File: src/rtl/hex_seg_pkg.sv
// hex_seg_pkg: shared constants for the 7-segment readback path.
// Holds the 16 active-low segment patterns (bit0 = a .. bit6 = g),
// the sticky error codes and the frame-collection state type.
package hex_seg_pkg;
    localparam logic [6:0] SEG_0 = 7'h40;
    localparam logic [6:0] SEG_1 = 7'h79;
    localparam logic [6:0] SEG_2 = 7'h24;
    localparam logic [6:0] SEG_3 = 7'h30;
    localparam logic [6:0] SEG_4 = 7'h19;
    localparam logic [6:0] SEG_5 = 7'h12;
    localparam logic [6:0] SEG_6 = 7'h02;
    localparam logic [6:0] SEG_7 = 7'h78;
    localparam logic [6:0] SEG_8 = 7'h00;
    localparam logic [6:0] SEG_9 = 7'h18;
    localparam logic [6:0] SEG_A = 7'h08;
    localparam logic [6:0] SEG_B = 7'h03;
    localparam logic [6:0] SEG_C = 7'h46;
    localparam logic [6:0] SEG_D = 7'h21;
    localparam logic [6:0] SEG_E = 7'h06;
    localparam logic [6:0] SEG_F = 7'h0E;

    localparam logic [1:0] ERR_NONE    = 2'b00;
    localparam logic [1:0] ERR_PATTERN = 2'b01;
    localparam logic [1:0] ERR_SEQ     = 2'b10;
    localparam logic [1:0] ERR_TIMEOUT = 2'b11;

    typedef enum logic {WAIT_D0, COLLECT} state_t;
endpackage

File: src/rtl/hex_segment_reader_seg7_to_nibble.sv
// seg7_to_nibble: decodes an active-low 7-segment pattern to its hex nibble.
// Ports: seg (7, in) pattern; nibble (4, out) decoded value; legal (1, out)
// high when seg is one of the 16 recognised glyphs.
module seg7_to_nibble
    import hex_seg_pkg::*;
(
    input  logic [6:0] seg,
    output logic [3:0] nibble,
    output logic       legal
);
    always_comb begin
        nibble = 4'h0;
        legal  = 1'b1;
        case (seg)
            SEG_0: nibble = 4'h0;
            SEG_1: nibble = 4'h1;
            SEG_2: nibble = 4'h2;
            SEG_3: nibble = 4'h3;
            SEG_4: nibble = 4'h4;
            SEG_5: nibble = 4'h5;
            SEG_6: nibble = 4'h6;
            SEG_7: nibble = 4'h7;
            SEG_8: nibble = 4'h8;
            SEG_9: nibble = 4'h9;
            SEG_A: nibble = 4'hA;
            SEG_B: nibble = 4'hB;
            SEG_C: nibble = 4'hC;
            SEG_D: nibble = 4'hD;
            SEG_E: nibble = 4'hE;
            SEG_F: nibble = 4'hF;
            default: legal = 1'b0;
        endcase
    end
endmodule

File: src/rtl/hex_segment_reader.sv
// hex_segment_reader: reassembles a 16-bit word from four active-low
// 7-segment digits, checking pattern legality, digit order and idle timeout.
// Ports: clk; clear (sync active-high reset); seg_in[6:0]; digit_sel[1:0]
// (0 = least-significant nibble); seg_valid; err_ack; value[15:0] (last
// published word); value_valid (one-cycle publish pulse); busy (frame in
// progress); err_code[1:0] (sticky first error).
// Optional: define HEX_READER_CONFIRM_EN to publish a frame only when it
// repeats the previously completed frame.
module hex_segment_reader
    import hex_seg_pkg::*;
#(
    parameter int TIMEOUT_CYCLES = 255
) (
    input  logic        clk,
    input  logic        clear,
    input  logic [6:0]  seg_in,
    input  logic [1:0]  digit_sel,
    input  logic        seg_valid,
    input  logic        err_ack,
    output logic [15:0] value,
    output logic        value_valid,
    output logic        busy,
    output logic [1:0]  err_code
);
    localparam int TW = $clog2(TIMEOUT_CYCLES + 1);

    state_t        state;
    logic [1:0]    expected;
    logic [TW-1:0] timer;
    logic [3:0]    n0, n1, n2;
    logic [3:0]    nibble;
    logic          legal;
    logic [1:0]    new_err;
    logic          take0, take_n, last, publish;
    logic [15:0]   word;

    seg7_to_nibble u_dec (.seg(seg_in), .nibble(nibble), .legal(legal));

    // A legal digit 0 always (re)starts a frame; in COLLECT it also flags
    // a sequence error through new_err.
    assign take0  = seg_valid && legal && digit_sel == 2'd0;
    assign take_n = state == COLLECT && seg_valid && legal && digit_sel == expected;
    assign last   = take_n && expected == 2'd3;
    assign word   = {nibble, n2, n1, n0};
    assign busy   = state == COLLECT;

    always_comb begin
        new_err = ERR_NONE;
        if (state == WAIT_D0) begin
            if (seg_valid && digit_sel == 2'd0 && !legal) new_err = ERR_PATTERN;
        end else if (seg_valid) begin
            if (!legal && (digit_sel == expected || digit_sel == 2'd0)) new_err = ERR_PATTERN;
            else if (digit_sel != expected) new_err = ERR_SEQ;
        end else if (timer == TW'(TIMEOUT_CYCLES - 1)) begin
            new_err = ERR_TIMEOUT;
        end
    end

`ifdef HEX_READER_CONFIRM_EN
    // Candidate is the last completed frame; any error forgets it.
    logic [15:0] cand;
    logic        cand_ok;
    assign publish = last && cand_ok && word == cand;
    always_ff @(posedge clk) begin
        if (clear) begin
            cand    <= '0;
            cand_ok <= 1'b0;
        end else if (last) begin
            cand    <= word;
            cand_ok <= 1'b1;
        end else if (new_err != ERR_NONE) begin
            cand_ok <= 1'b0;
        end
    end
`else
    assign publish = last;
`endif

    always_ff @(posedge clk) begin
        if (clear) begin
            state       <= WAIT_D0;
            expected    <= 2'd0;
            timer       <= '0;
            n0          <= '0;
            n1          <= '0;
            n2          <= '0;
            value       <= '0;
            value_valid <= 1'b0;
            err_code    <= ERR_NONE;
        end else begin
            value_valid <= publish;
            value       <= publish ? word : value;
            // First error sticks; a new error in the ack cycle wins over the ack.
            err_code    <= (new_err != ERR_NONE && (err_code == ERR_NONE || err_ack)) ? new_err :
                           err_ack ? ERR_NONE : err_code;
            if (take0) begin
                n0       <= nibble;
                expected <= 2'd1;
                timer    <= '0;
                state    <= COLLECT;
            end else if (take_n) begin
                n1       <= expected == 2'd1 ? nibble : n1;
                n2       <= expected == 2'd2 ? nibble : n2;
                expected <= last ? 2'd0 : expected + 2'd1;
                timer    <= '0;
                state    <= last ? WAIT_D0 : COLLECT;
            end else if (new_err != ERR_NONE) begin
                expected <= 2'd0;
                timer    <= '0;
                state    <= WAIT_D0;
            end else if (state == COLLECT && !seg_valid) begin
                timer <= timer == TW'(TIMEOUT_CYCLES) ? timer : timer + TW'(1);
            end
        end
    end
endmodule

File: config.mk
export PLATFORM = sky130hd
export DESIGN_NAME = hex_segment_reader
export DESIGN_NICKNAME = d
export VERILOG_FILES = /design/src/rtl/hex_seg_pkg.sv /design/src/rtl/hex_segment_reader_seg7_to_nibble.sv /design/src/rtl/hex_segment_reader.sv
export SDC_FILE = /design/constraint.sdc
export NUM_CORES = 1
export LEC_CHECK = 0
export CAP_MARGIN = 10
export CORE_ASPECT_RATIO = 0.5
export CORE_MARGIN = 1
export CORE_UTILIZATION = 59
export DETAILED_ROUTE_END_ITERATION = 7
export PLACE_DENSITY = 0.85
export SYNTH_ARGS = -nofsm -noshare
export SYNTH_HDL_FRONTEND = slang
export SYNTH_SLANG_ARGS = --single-unit
File: constraint.sdc
create_clock -name clk -period 6 [get_ports clk]
set_clock_uncertainty 0.1 [all_clocks]
set_input_delay 1.2 -clock clk [delete_from_list [all_inputs] [get_ports clk]]
set_output_delay 1.2 -clock clk [all_outputs]
set_load 0.01 [all_outputs]
==> flow_summary.ini, run 1 <==
[cells_and_area]
final_cells = 323
num_antenna_cells = 0
drive_gt1_share_pct = 9.56
syn_to_final_growth_pct = 18.2
final_nets = 289
fin_util_pct = 77.1

[synth]
synth_area_um2 = 2360
synth_edf_count = 0
synth_top_cell_area_share_pct = 35.6
ys_ff_latch = 42
synth_top_area_cell = dfxtp_1
ys.flop_type = dfxtp_1
ys_async_sr_fraction_pct = 0
yosysUniqueCellTypes = 58
yosys-top-cells-area = dfxtp_1 (36%), mux2i_1 (8.9%), nand2b_1 (6.6%), nor2_1 (3.0%), ha_1 (2.6%)
synth_common_cells = dfxtp_1 (42), nand2b_1 (25), mux2i_1 (21)
netlist_instances = 247
yosysMostFrequentCell = dfxtp_1
yosysWarnings = 0
synthesis.nets = 265
seq_area_frac_synth_pct = 35.6
avgSynthCellArea_um2 = 9.56

[timing]
post-route-period-util_pct = 63.1
fmax_mhz = 264
hold_violations = 0
maxSlewViolCount = 0
final_critical_path_setup_slack_ps = 2210
tightest_slew_ps = 895
setup_viol = 0
slew_headroom_pct = 39.9
rsz0062_at_grt = false
final.setup.tns_ps = 0
period_minus_slack_ps = 3790

[worst_setup_path]
crit_path_top_delay_cell = clkdlybuf4s50_1
path_buf_inv = 1
crit_arrival_ps = 3880
crit_chain = clkdlybuf4s50_1, and3b_1, o31ai_2, nand3_2, o211ai_2, mux2_4
cp_slowest_stage_delay_ps = 690
crit_path_end_kind = flip-flop
r2r_setup_slack_ps = 3930
path_depth = 6
r2r_cells = 4
critical-path-top-delay-family = compound AO/OA/AOI/OAI gates
crit_required_ps = 6090
start_kind = primary input
crit_type = primary input to flip-flop
path_max_fanout = 15

[grt]
antenna_found_initial = 0
grt.total_usage_pct = 24.6
first_global_vias = 1739
grt_first_pass_wirelength_mm = 7.96
grt.overflow.total = 0
grt_max_degree = 41

[route]
drt-initial-drc-count = 86
avgRoutedWirePerCell_um = 15.5
ant_nets = 0
drc_errors = 0
routed_wl_mm = 5.00
viasPerCell = 5.77
vias = 1863
drtPass1Iterations = 4

[place]
preCtsSetupSlack_ps = 1940
gp_congestion = 0.909
dp_hpwl_mm = 3.41
io_buffer_count = 32
place_inst = 315

[floorplanning]
num_rows = 15
initial_core_util_pct = 65.2
die_x_um = 91.5
io_pins = 33
core_area_um2 = 3620
die_h_um = 46.7
die_area_um2 = 4270

[clock_network]
clock_latency_ps = 300
cts_buffer_depth = 2
cts_resized = 0
cts_setup_buffers = 0
cts_root_buffer = clkbuf_8
clock_sinks = 42
numCtsBuffers = 5
clk_pin_slew_ps = 80
htreeDepth = 2
cts_tree = built
ctsHoldBuffers = 0

[pwr]
ir_drop_mv = 0.152
power_uw = 604
pwr_density_cell_nw_per_um2 = 216
p_leak_uw = 0.00111

[min_path]
hold_depth = 2
min_path_type = flip-flop to flip-flop

[run]
drv_cap = 0

[outcome]
status = finished, final reports clean
==> power breakdown <==
group	internal, uW	switching [uW]
combinational	19.8	26.1
clock	177	101
sequential	279	0.700
total	476	128
==> layout by cell type (no fill, tap or decap), types with 2 or more instances in the layout <==
master	n
dfxtp_1	42
clkdlybuf4s50_1	32
nand2b_1	25
mux2i_1	21
nor2_1	19
nor2b_1	9
inv_1	7
nand2_1	6
xor2_1	6
clkbuf_8	6
and3_1	5
o21ai_0	5
nand4_1	5
a31oi_1	5
a21oi_1	5
ha_1	5
nor3_1	4
mux2_4	4
and3b_1	3
nor3b_1	3
xnor2_1	3
nand3_1	3
mux2_1	3
nor4bb_1	2
nor4b_1	2
nor4b_2	2
nor4_1	2
and4_1	2
o21ai_1	2
o2111ai_2	2
a21o_1	2
a211oi_1	2
o22ai_1	2
bufinv_16	2
==> layer usage <==
metal,track usage (%),routed length [um],vias up
met1,29.5,2320,871
met2,45.3,2380,45
li1,-,-,938
met4,9.21,64,0
met3,6.15,235,9
met5,0,0,-
==> worst reg2reg max path, cell delays in order, from the launching register on <==
cell	delay (ps)
dfxtp_1	450
xnor2_1	170
and4_1	420
o211a_1	480
mux2_4	340
==> final timing paths <==
path | from | endpoint
hold reg to reg | value[4]$_SDFFE_PP0P_ | value[4]$_SDFFE_PP0P_
setup reg to reg | expected[0]$_SDFFE_PP0P_ | value[2]$_SDFFE_PP0P_
setup / recovery | seg_in[2] | value[10]$_SDFFE_PP0P_
hold / removal | value[4]$_SDFFE_PP0P_ | value[4]$_SDFFE_PP0P_
==> flip-flops by register name, indices dropped and copies added, names as in the netlist <==
| name | cells |
|---|---|
| busy | 1 |
| err_code | 2 |
| expected | 2 |
| n0 | 4 |
| n1 | 4 |
| n2 | 4 |
| timer | 8 |
| value | 16 |
| value_valid | 1 |
==> metrics by stage <==
stage	instance area (um^2)	hold slack, ps
6_report	2790	375
5_1_grt	2790	395
4_1_cts	2790	379
3_5_place_dp	2650	363
3_3_place_gp	2650	360
2_1_floorplan	2360	358
==> layout make-up <==
cell class                 count  area [um^2]
clock buffer                   6         82.6
inverter                       7         26.3
tap                           51         63.8
sequential                    42          841
multi-input combinational    182         1390
fill                         256          831
timing repair buffer          33          328
clock inverter                 2         60.1
==> cells by family (layout without fill, tap and decap cells) <==
logic type	after synthesis	count (layout)	synth area share, %
adders and majority gates	5	5	2.65
buffers and inverters	23	48	5.51
DFF	42	42	35.6
muxes	28	28	12.9
and+or+nand+nor	102	102	27.6
AOI/OAI and AO/OA	38	38	12.5
xor gates and xnor gates	9	9	3.34
Note: power is estimated with default switching activity, not from simulation.
==> run 2, diff against run 1 <==
- CORE_UTILIZATION: 59 -> 49
- PLACE_DENSITY: 0.85 -> 0.76
- clock period: 6 -> 3.25 ns (I/O delays scaled with it)
==> flow_summary.ini, run 2 (synthesis results as in run 1) <==
[outcome]
status = finished, final reports clean

[grt]
antenna_found_initial = 0
grt.overflow.total = 0
grt.total_usage_pct = 21.1
grt_max_degree = 24
first_global_vias = 1774
grt_first_pass_wirelength_mm = 8.34

[pwr]
p_leak_uw = 0.00115
ir_drop_mv = 0.228
power_uw = 1010
pwr_density_cell_nw_per_um2 = 351

[run]
drv_cap = 0

[floorplanning]
die_x_um = 100
die_area_um2 = 5120
initial_core_util_pct = 52.4
num_rows = 17
core_area_um2 = 4510
die_h_um = 51.1
io_pins = 33

[cells_and_area]
syn_to_final_growth_pct = 21.2
num_antenna_cells = 0
final_nets = 299
regMostFlops = value
drive_gt1_share_pct = 12.1
largest_register_ffs = 16
final_cells = 348
final_common_cell = dfxtp_1
reg_top3 = value x16, timer x8
final_cell_mix = dfxtp_1 (42), clkdlybuf4s50_1 (32), nand2b_1 (25), mux2i_1 (21), nor2_1 (19)

[place]
preCtsSetupSlack_ps = 138
dp_hpwl_mm = 3.64
gp_congestion = 0.878
place_inst = 340
io_buffer_count = 32

[clock_network]
cts_buffer_depth = 2
clk_pin_slew_ps = 80
clock_latency_ps = 290
numCtsBuffers = 5
cts_tree = built
clock_sinks = 42
cts_root_buffer = clkbuf_8
cts_setup_buffers = 0
ctsHoldBuffers = 0
htreeDepth = 2
cts_resized = 0

[route]
viasPerCell = 5.48
ant_nets = 0
vias = 1908
drtPass1Iterations = 4
routed_wl_mm = 5.05
drt-initial-drc-count = 80
avgRoutedWirePerCell_um = 14.5
drc_errors = 0

[timing]
setup_viol = 0
rsz0062_at_grt = false
final.setup.tns_ps = 0
slew_headroom_pct = 59.7
period_minus_slack_ps = 2850
fmax_mhz = 351
maxSlewViolCount = 0
final_critical_path_setup_slack_ps = 401
hold_violations = 0
post-route-period-util_pct = 87.7
tightest_slew_ps = 596

[worst_setup_path]
crit_chain = clkdlybuf4s50_1, and3b_1, o31ai_2, nand3_2, buf_4, o21ai_2, mux2_1
crit_type = primary input to flip-flop
crit_path_top_delay_cell = clkdlybuf4s50_1
start_kind = primary input
crit_required_ps = 3320
crit_path_end_kind = flip-flop
path_max_fanout = 14
crit_arrival_ps = 2920
cp_slowest_stage_delay_ps = 750

[min_path]
min_path_type = flip-flop to flip-flop
## run 2: changes by cell type in the layout (fill, tap and decap cells not counted)
cell and delta:
clkbuf_8 -1, clkbuf_1 +2, buf_12 +1, buf_4 +9
bufinv_16 -1
## run 2: critical path, delay by kind of cell
kind | cells | cell delay (ps)
mux | 1 | 360
simple gates | 2 | 480
buf+inv | 2 | 960
compound gates | 2 | 460
## run 2: metal layers
| metal | GRT usage (%) | routed length (um) | vias to the layer above | share of wire (%) |
|---|---|---|---|---|
| met4 | 5.56 | 27 | 0 | 0.53 |
| met3 | 4.65 | 202 | 4 | 4.0 |
| met2 | 32.2 | 2200 | 35 | 44 |
| met5 | 0 | 0 | - | 0 |
| met1 | 30.1 | 2620 | 913 | 52 |
| li1 | - | - | 956 | - |
## run 2: path summary, 6_finish.rpt
path / start / endpoint / slack, ps / cells past startpoint
worst max register to register: expected[0]$_SDFFE_PP0P_ / value[0]$_SDFFE_PP0P_ / 1320 / 5
worst max-delay path: seg_in[0] / n0[2]$_SDFFE_PP0P_ / 400 / 7
worst min register to register: value[1]$_SDFFE_PP0P_ / value[1]$_SDFFE_PP0P_ / 370 / 2
worst min-delay path: value[1]$_SDFFE_PP0P_ / value[1]$_SDFFE_PP0P_ / 370 / 2
## run 2: cell type report
type | instances | area (um^2)
timing repair buffer | 43 | 415
sequential | 42 | 841
inverter | 7 | 26.3
clock inverter | 1 | 30.0
multi-input combinational | 182 | 1390
tap | 66 | 82.6
clock buffer | 7 | 76.3
fill | 393 | 1650
## run 2: through the flow
stage / area [um^2] / hold slack (ps) / utilization, %
floorplan: 2360 / 358 / -
global placement: 2760 / 362 / 61.1
detailed placement: 2760 / 365 / 61.1
CTS: 2860 / 379 / 63.5
global route: 2860 / 404 / 63.5
finish: 2860 / 374 / 63.5
## run 2: power by group
| group | switching [uW] | leakage [uW] | internal [uW] |
|---|---|---|---|
| logic | 48.4 | 0.000755 | 39.7 |
| registers | 1.25 | 0.000338 | 515 |
| clock network | 171 | 0.0000524 | 230 |
| total | 221 | 0.00115 | 785 |
